--- config.mk ---
export PLATFORM = sky130hd
export DESIGN_NAME = axis_burst_source
export DESIGN_NICKNAME = d
export VERILOG_FILES = /design/src/rtl/axis_burst_source.sv
export SDC_FILE = /design/constraint.sdc
export NUM_CORES = 1
export LEC_CHECK = 0
export ABC_AREA = 1
export CELL_PAD_IN_SITES_DETAIL_PLACEMENT = 0
export CELL_PAD_IN_SITES_GLOBAL_PLACEMENT = 1
export CORE_ASPECT_RATIO = 0.9
export CORE_UTILIZATION = 37
export CTS_BUF_LIST = sky130_fd_sc_hd__clkbuf_8
export DETAILED_ROUTE_END_ITERATION = 16
export GPL_TIMING_DRIVEN = 0
export PLACE_DENSITY = 0.79
export SLEW_MARGIN = 20
export SYNTH_ARGS = -nofsm -noshare
export SYNTH_HDL_FRONTEND = slang
export SYNTH_SLANG_ARGS = --single-unit
--- constraint.sdc ---
create_clock -name m01_axis_aclk -period 2.2 [get_ports m01_axis_aclk]
set_input_delay 0.55 -clock m01_axis_aclk [delete_from_list [all_inputs] [get_ports m01_axis_aclk]]
set_output_delay 0.55 -clock m01_axis_aclk [all_outputs]
set_load 0.02 [all_outputs]
--- src/rtl/axis_burst_source.sv ---
// axis_burst_source: AXI-Stream master emitting framed bursts of incrementing words.
// Define AXIS_BURST_SOURCE_CSUM_EN to append a checksum beat carrying the sum of the data beats.
module axis_burst_source #(
    parameter int DATA_WIDTH = 32,
    parameter int LEN_WIDTH  = 12
) (
    input  logic                    m01_axis_aclk,
    input  logic                    m01_axis_areset,
    input  logic                    start,
    input  logic [LEN_WIDTH-1:0]    burst_len,
    input  logic [DATA_WIDTH-1:0]   base_data,
    output logic                    busy,
    output logic                    done,
    input  logic                    m01_axis_tready,
    output logic [DATA_WIDTH-1:0]   m01_axis_tdata,
    output logic [DATA_WIDTH/8-1:0] m01_axis_tstrb,
    output logic                    m01_axis_tvalid,
    output logic                    m01_axis_tlast
);
`ifdef AXIS_BURST_SOURCE_CSUM_EN
    typedef enum logic [1:0] {IDLE, SEND, CSUM} state_t;
    logic [DATA_WIDTH-1:0] sum;
`else
    typedef enum logic {IDLE, SEND} state_t;
`endif
    state_t               state;
    logic [LEN_WIDTH-1:0] len;
    logic [LEN_WIDTH-1:0] beat_cnt;
    logic                 hs;
    logic                 last;
    assign hs             = m01_axis_tvalid && m01_axis_tready;
    assign last           = beat_cnt == len - LEN_WIDTH'(1);
    assign m01_axis_tstrb = {(DATA_WIDTH/8){m01_axis_tvalid}};
    // tdata is kept as base + beat_cnt by incrementing it on every handshake
    always_ff @(posedge m01_axis_aclk) begin
        if (m01_axis_areset) begin
            state           <= IDLE;
            len             <= '0;
            beat_cnt        <= '0;
            busy            <= 1'b0;
            done            <= 1'b0;
            m01_axis_tdata  <= '0;
            m01_axis_tvalid <= 1'b0;
            m01_axis_tlast  <= 1'b0;
`ifdef AXIS_BURST_SOURCE_CSUM_EN
            sum             <= '0;
`endif
        end else begin
            done <= 1'b0;
            case (state)
                IDLE: if (start && burst_len != '0) begin
                    state           <= SEND;
                    len             <= burst_len;
                    beat_cnt        <= '0;
                    busy            <= 1'b1;
                    m01_axis_tdata  <= base_data;
                    m01_axis_tvalid <= 1'b1;
`ifdef AXIS_BURST_SOURCE_CSUM_EN
                    m01_axis_tlast  <= 1'b0;
                    sum             <= '0;
`else
                    m01_axis_tlast  <= burst_len == LEN_WIDTH'(1);
`endif
                end
                SEND: if (hs) begin
                    beat_cnt <= beat_cnt + LEN_WIDTH'(1);
`ifdef AXIS_BURST_SOURCE_CSUM_EN
                    sum      <= sum + m01_axis_tdata;
`endif
                    if (!last) begin
                        m01_axis_tdata <= m01_axis_tdata + DATA_WIDTH'(1);
`ifndef AXIS_BURST_SOURCE_CSUM_EN
                        m01_axis_tlast <= beat_cnt + LEN_WIDTH'(2) == len;
`endif
                    end else begin
`ifdef AXIS_BURST_SOURCE_CSUM_EN
                        state           <= CSUM;
                        m01_axis_tdata  <= sum + m01_axis_tdata;
                        m01_axis_tlast  <= 1'b1;
`else
                        state           <= IDLE;
                        busy            <= 1'b0;
                        done            <= 1'b1;
                        m01_axis_tdata  <= '0;
                        m01_axis_tvalid <= 1'b0;
                        m01_axis_tlast  <= 1'b0;
`endif
                    end
                end
`ifdef AXIS_BURST_SOURCE_CSUM_EN
                CSUM: if (hs) begin
                    state           <= IDLE;
                    busy            <= 1'b0;
                    done            <= 1'b1;
                    m01_axis_tdata  <= '0;
                    m01_axis_tvalid <= 1'b0;
                    m01_axis_tlast  <= 1'b0;
                end
`endif
                default: state <= IDLE;
            endcase
        end
    end
endmodule

Word-level counts from Yosys, hierarchy flattened
Index checks and enable logic that the tools add are counted.
- bits in registers: 60
- input port bits: 48
- add/sub/neg operators: 4
- equal/unequal tests: 6
- multiplexer cells: 20
- bitwise gates (word level): 2
- reductions and logical operators: 7
- operators by type and width (operator ; number):
    2-to-1 mux 32 bit ; 3
    one-hot mux 32 bit (2 select lines) ; 1
    adder 32 x 1 -> 32 bit, second input constant ; 1
    == test 12 bit ; 2
    2-to-1 mux 12 bit ; 2
    one-hot mux 12 bit (2 select lines) ; 1
    adder 12 x 1 -> 12 bit, second input constant ; 1
    adder 12 x 2 -> 12 bit, second input constant ; 1
    == test 12 x 1 -> 1 bit, second input constant ; 1
    nonzero test 12 bit ; 1
    subtractor 12 x 1 -> 12 bit, second input constant ; 1
    2-to-1 mux 1 bit ; 10
    one-hot mux 1 bit (2 select lines) ; 3
    inequality test 2 x 1 -> 1 bit, second input constant ; 2
    AND reduction 2 bit ; 2
    AND reduction 3 bit ; 1
    OR reduction 3 bit ; 1
    logical AND 1 bit ; 2
    inequality test 2 bit, second input constant ; 1
    inverter 1 bit ; 2

Depth between registers and ports, before layout
Gate-level depths: netlist of run 1.
- word-level depth: 5
- mapped depth: 14

Least setup slack after synthesis of run 1
No wires, ideal clock.
- path type: register to register
- from: reg m01_axis_tdata[1]
- to: reg m01_axis_tdata[24]
- setup time: 0.120 ns
- data arrival time: 1.694 ns
- setup slack: 0.386 ns
- cell stages (with the launch flop): 13
- path buffers: 0
- clock period less this slack: 1.814 ns
- path through: dfxtp_1 ha_1 nand2_1 nor2_2 nand3_2 nor2_4 nand2_4 nor2_4 nand2_1 nand2_1 inv_1 nand3_1 a21oi_1
- longest elaborated chain between the ends: 4
- RTL lines (element ; RTL line ; RTL):
    start: declaration ; 15 ; output logic [DATA_WIDTH-1:0] m01_axis_tdata,
    start signal: assignment ; 56 ; m01_axis_tdata <= base_data;
    start signal: assignment ; 71 ; m01_axis_tdata <= m01_axis_tdata + DATA_WIDTH'(1);
    adder 32 x 1 -> 32 bit ; 71 ;
    2-to-1 mux 32 bit ; 70 ; if (!last) begin
    2-to-1 mux 32 bit ; 65 ; SEND: if (hs) begin
    one-hot mux 32 bit (2 select lines) ; 50 ; case (state)
Every way passes these cells. The select of a mux whose other input is x is not followed.
A chain may end at the register's enable or synchronous reset.

Worst setup path after layout of run 1
- from: in burst_len[10]
- to: reg len[8]
- longest elaborated chain between the ends: 3
- RTL lines (element ; RTL line ; RTL):
    start: declaration ; 10 ; input logic [LEN_WIDTH-1:0] burst_len,
    nonzero test 12 bit ; 51 ; IDLE: if (start && burst_len != '0) begin
    logical AND 1 bit ; 51 ;
    AND reduction 2 bit (no line) ; - ;
    end signal: assignment ; 53 ; len <= burst_len;
    end: declaration ; 27 ; logic [LEN_WIDTH-1:0] len;
Every way passes these cells.

==> results of run 1 <==
synthesized netlist by cell type:
master	instances	area share
xnor3_1	2	0.010
nor3_2	1	0.0023
nand2_1	148	0.13
o22ai_1	10	0.014
o21ai_0	44	0.050
nand2_4	2	0.0051
nand3b_1	2	0.0034
nand3_2	14	0.032
xor2_1	24	0.048
nand4_1	14	0.020
nor2_1	60	0.051
a21boi_0	1	0.0017
nand2_2	1	0.0014
o2111ai_1	1	0.0020
o21ai_1	1	0.0011
buf_6	3	0.0077
a21oi_1	51	0.058
xnor2_1	11	0.022
a22oi_1	30	0.051
dfxtp_1	60	0.27
a211oi_1	1	0.0017
nand3_1	55	0.063
buf_4	7	0.012
clkbuf_1	15	0.013
and3_1	1	0.0014
a31oi_1	4	0.0057
nor3_1	7	0.0080
nor2_4	5	0.013
clkinv_1	2	0.0017
inv_2	2	0.0017
ha_1	4	0.011
inv_1	80	0.068
buf_2	6	0.0068
nor2_2	8	0.011
metrics by stage:
step | area, µm² | setup TNS [ns] | power [mW] | hold slack, ns
3_5_place_dp | 5460 | -30.74 | 2.11 | 0.521
6_report | 5830 | 0 | 3.21 | 0.495
3_3_place_gp | 5460 | -29.00 | 2.11 | 0.499
5_1_grt | 5830 | -0.0105 | 3.38 | 0.488
4_1_cts | 5690 | 0 | 3.21 | 0.531
2_1_floorplan | 4390 | 0 | 1.76 | 0.447
final timing paths:
kind / from / slack [ns] / to / cells after the start
setup / recovery: burst_len[10] / 0.02 / len[8] / 10
hold / removal: burst_len[8] / 0.49 / len[8] / 3
setup reg to reg: len[1] / 0.17 / m01_axis_tdata[19] / 14
hold reg to reg: len[11] / 0.52 / len[11] / 2
cell families (layout without fill, tap and decap cells):
kind of cell	after synthesis	after routing
adders and majority gates	4	4
and+or+nand+nor	318	319
DFF	60	60
buffers and inverters	115	224
xor gates and xnor gates	37	37
AOI/OAI and AO/OA	143	143
routing by layer:
| metal | vias to the layer above | track usage |
|---|---|---|
| met2 | 157 | 0.355 |
| met3 | 16 | 0.0564 |
| met4 | 0 | 0.0741 |
| met5 | - | 0 |
| li1 | 2456 | - |
| met1 | 2277 | 0.348 |
repair_timing:
item,in CTS,in global routing
hold buffers,0,0
gates cloned,0,2
resized for setup,12,24
pin swaps,1,5
endpoints found under the setup margin,54,50
buffers inserted,0,6
layout make-up:
cell class                      count  area (µm²)
Inverter                           84         319
Timing Repair Buffer               94         943
Multi-Input combinational cell    503        2770
Fill cell                        1218        5650
Sequential cell                    60        1200
Clock buffer                       12         165
Buffer                             31         199
Clock inverter                      3        37.5
Tap cell                          156         195
power by group through the flow:
stage	Clock (mW)	Combinational, mW	Sequential, mW
after floorplan	0	0.433	1.33
after global placement	0	0.818	1.29
after detailed placement	0	0.823	1.29
after CTS	1.11	0.835	1.27
after global routing	1.14	0.950	1.28
final	1.08	0.867	1.27
sequential cells by signal, summed over array words and instances (netlist names):
| register | cells |
|---|---|
| m01_axis_tdata | 32 |
| beat_cnt | 12 |
| len | 12 |
| done | 1 |
| m01_axis_tlast | 1 |
| m01_axis_tvalid | 1 |
| state | 1 |
tightest hold or removal path, stage by stage:
cell and delay (ns):
dlymetal6s2s_1 0.13, inv_2 0.06, o22ai_1 0.08
==> results.cfg, run 1 <==
[global_route]
grt_max_degree = 11
grt_pass1_wl_um = 22800
grt_pass1_vias = 4410
grt_use_total = 0.242
grt_overflow = 0
antenna_found_initial = 0

[place]
io_buffers = 87
hpwl_um = 10700
place_ws_ns = -0.664
routabilityCongestion = 0.853
dp.cells = 920

[logic_synthesis]
synth_cells = 677
syn-mean-instance-area_um2 = 6.49
ys_types = 34
synth_fp_nets = 729
ys_ff_latch = 60
synth_xor_xnor_area_share = 0.0800
synth_mux_area_frac = 0
synth_top_family_by_area = simple AND/OR/NAND/NOR gates
yosys_warnings = 0
synth-adder-area-share = 0.0114
yosysSeqAreaShare = 0.273
synthesis.area_um2 = 4390
synth-simple-area-share = 0.338
synth-compound-area-share = 0.186

[clock_network]
cts_tree = yes
cts.clk_slew.worst_paths_ns = 0.08
cts-root-buf = clkbuf_8
cts.sinks = 60
clk_latency_ns = 0.37
cts_buffer_depth = 2
htree_levels = 3
numCtsBuffers = 9

[final_layout]
drive_gt1_frac = 0.109
final_cell_mix = nand2_1 (144), clkdlybuf4s50_1 (86), inv_1 (79)
antennaDiodeCount = 0
stdcell_count = 943
final_nets = 835
final_common_cell = nand2_1
area_growth_pct = 32.8
fin_util = 0.508

[detailed_routing]
avgRoutedWirePerCell_um = 15.3
wl_met1_um = 7210
drc = 0
routed_wl_um = 14400
first_pass_iters = 7
antenna_left = 0
wl_met2_um = 6060
initialDrtViolationCount = 402
via_per_inst = 5.20
topRoutingLayerUsed = met4
vias = 4906
met3_length_um = 921

[worst_setup_path]
path_buf_inv = 4
path_cells = clkdlybuf4s50_1 > inv_1 > nand4_1 > nor3_2 > nand2_2 > nand3_4 > clkinvlp_4 > nand2_4 > clkbuf_16 > o22ai_1
worst_setup_path_end_kind = register
crit_family = simple AND/OR/NAND/NOR gates
cp.required_ns = 2.45
startpoint_type = input pin
cpMaxStageDelayCell = clkdlybuf4s50_1
cp.arrival_ns = 2.43
critPathKind = in2reg
cp_slowest_stage_delay_ns = 0.40
crit_fanout = 5

[sta]
finClkSkew_ns = 0.0105
postLayoutSetupSlackWorst_ns = 0.0244
drv_slew = 0
fmax_ghz = 0.460
tightest_slew_ns = 0.544
final-setup-viol-count = 0
hold_violations = 0
slew_headroom = 0.637
post-route-min-period_ns = 2.18
fin_crit_sh = 0.989

[power]
pwr-share-comb = 0.270
internal-power_mw = 2.15
p_leak_nw = 2.47
power.density_nw_per_um2 = 551
clkPwrFrac = 0.335
ir_drop_mv = 0.308
p_switching_mw = 1.06
seqPwrFrac = 0.395
p_sw_frac = 0.331

[run_status]
outcome = complete, no violations

[hold_path]
worstHoldPathType = in2reg

[flow_run]
cap_viol_max_count = 0

[floorplan]
dieWidth_um = 117
die_height_um = 105
num_rows = 37
fp.coreArea_um2 = 11500
ioPinCount = 88
start_util = 0.383
dieArea_um2 = 12300
Note: power is estimated with default switching activity, not from simulation.
==> run 2: changes to the inputs <==
HOLD_SLACK_MARGIN = 0.06   (was not set)
==> results of run 2 <==
The final DEF is identical to that of run 1; final timing and power are the same.
==> variant, RTL diff (config.mk and constraints of run 1) <==
`LEN_WIDTH`: 12 -> 16.
--- a/src/rtl/axis_burst_source.sv
+++ b/src/rtl/axis_burst_source.sv
@@ -4,3 +4,3 @@
     parameter int DATA_WIDTH = 32,
-    parameter int LEN_WIDTH  = 12
+    parameter int LEN_WIDTH  = 16
 ) (
Interface: changed (resized burst_len); port bits go from 88 to 92. The function was not compared with the original's and may differ.
==> variant against run 1 <==
Maximum frequency grew 2.1%; non-clock buffer count grew 14; design area grew 17%; wire length grew 17%; cell count grew 17%; count of clock-buffer cells in the layout shrank 1; setup slack gained 0.045 ns; clock power grew 5%; total power grew 14%; sequential cell count grew 8; area after synthesis grew 19%; global-route usage shrank 0.51 points; critical endpoint is now m01_axis_tdata[21]$_SDFFE_PP0P_; largest cell class unchanged; largest power group unchanged.
==> variant: results (changes against run 1) <==
detailed_routing:
  wl_met1_mm: 8.76  # +22%
  vias_per_cell: 5.01  # -3.8%
  wl_met2_mm: 7.01  # +16%
  met3_length_um: 873  # -5.2%
  drt-initial-drc-count: 382  # -5.0%
  drtPass1Iterations: 5  # -2
worst_setup_path:
  cp.arrival_ns: 2.40  # -0.03 ns
  reg2reg_slack_ns: 0.07  # -0.10 ns
  critPathSlowestCell: "dfxtp_1"
  crit_path_max_fanout: 10  # +5
yosys:
  syn_nets: 849  # +16%
  synth-xor-area-share: 0.0871  # +0.00705
  syn_inst: 793  # +17%
  synth_area_leaders: "dfxtp_1 (26%), nand2_1 (11%), inv_1 (7.2%)"
  synth_adder_area_share: 0.00957  # -0.00182
  synth.distinct_cells: 43  # +26%
  synth.top_cells.by_count: "nand2_1 (150), inv_1 (100), nor2_1 (70)"
global_routing:
  met1_usage: 0.349  # +0.00149
  grt_pass1_wl_mm: 26.6  # +17%
placed_design:
  port_buffers: 90  # +3.4%
  place_congestion: 0.931  # +9.2%
  place_area_mm2: 0.00637  # +17%
  dp_slack_ns: -0.908  # -0.244 ns
final_layout:
  num-nets-final: 963  # +15%
  regArea_mm2: 0.00137  # +14%
  drive_gt1_frac: 0.182  # +0.0727
  fillCellCount: 1400  # +15%
timing:
  hold_slack_ns: 0.490  # -0.00521 ns
worst_hold_path:
  hold_path_end: "len[15]$_SDFFE_PP0P_"
  hold_class: "reg2reg"
clock_network:
  cts_resized: 33  # +21
status:
  status: "finished, final reports clean"
## variant: cell types whose count changed after synthesis, moves of 11 or more
cell,delta
a21oi_1,+17
a21oi_2,+22
a22oi_1,-30
inv_1,+20
nand3_2,+11
o21ai_0,+13
## variant: layout make-up
cell class	count	share of cell area
Timing Repair Buffer	103	0.146
Multi-Input combinational cell	584	0.497
Clock inverter	5	0.00751
Tap cell	189	0.0346
Inverter	105	0.0577
Clock buffer	11	0.0222
Sequential cell	68	0.200
Buffer	36	0.0350
## variant: kinds of logic (layout without fill, tap and decap cells)
group                    after synthesis  count (layout)
AND/OR/NAND/NOR                      367             367
AO/OA/AOI/OAI                        161             161
buffers and inverters                141             260
flip-flops                            68              68
XOR/XNOR                              52              52
adder cells (fa/ha/maj)                4               4
## variant: power breakdown
part	switching [mW]	leakage [nW]	total, mW	internal, mW
Clock	0.549	0.107	1.13	0.578
Combinational	0.627	2.14	1.11	0.488
Sequential	0.119	0.560	1.43	1.31
Total	1.29	2.81	3.67	2.38
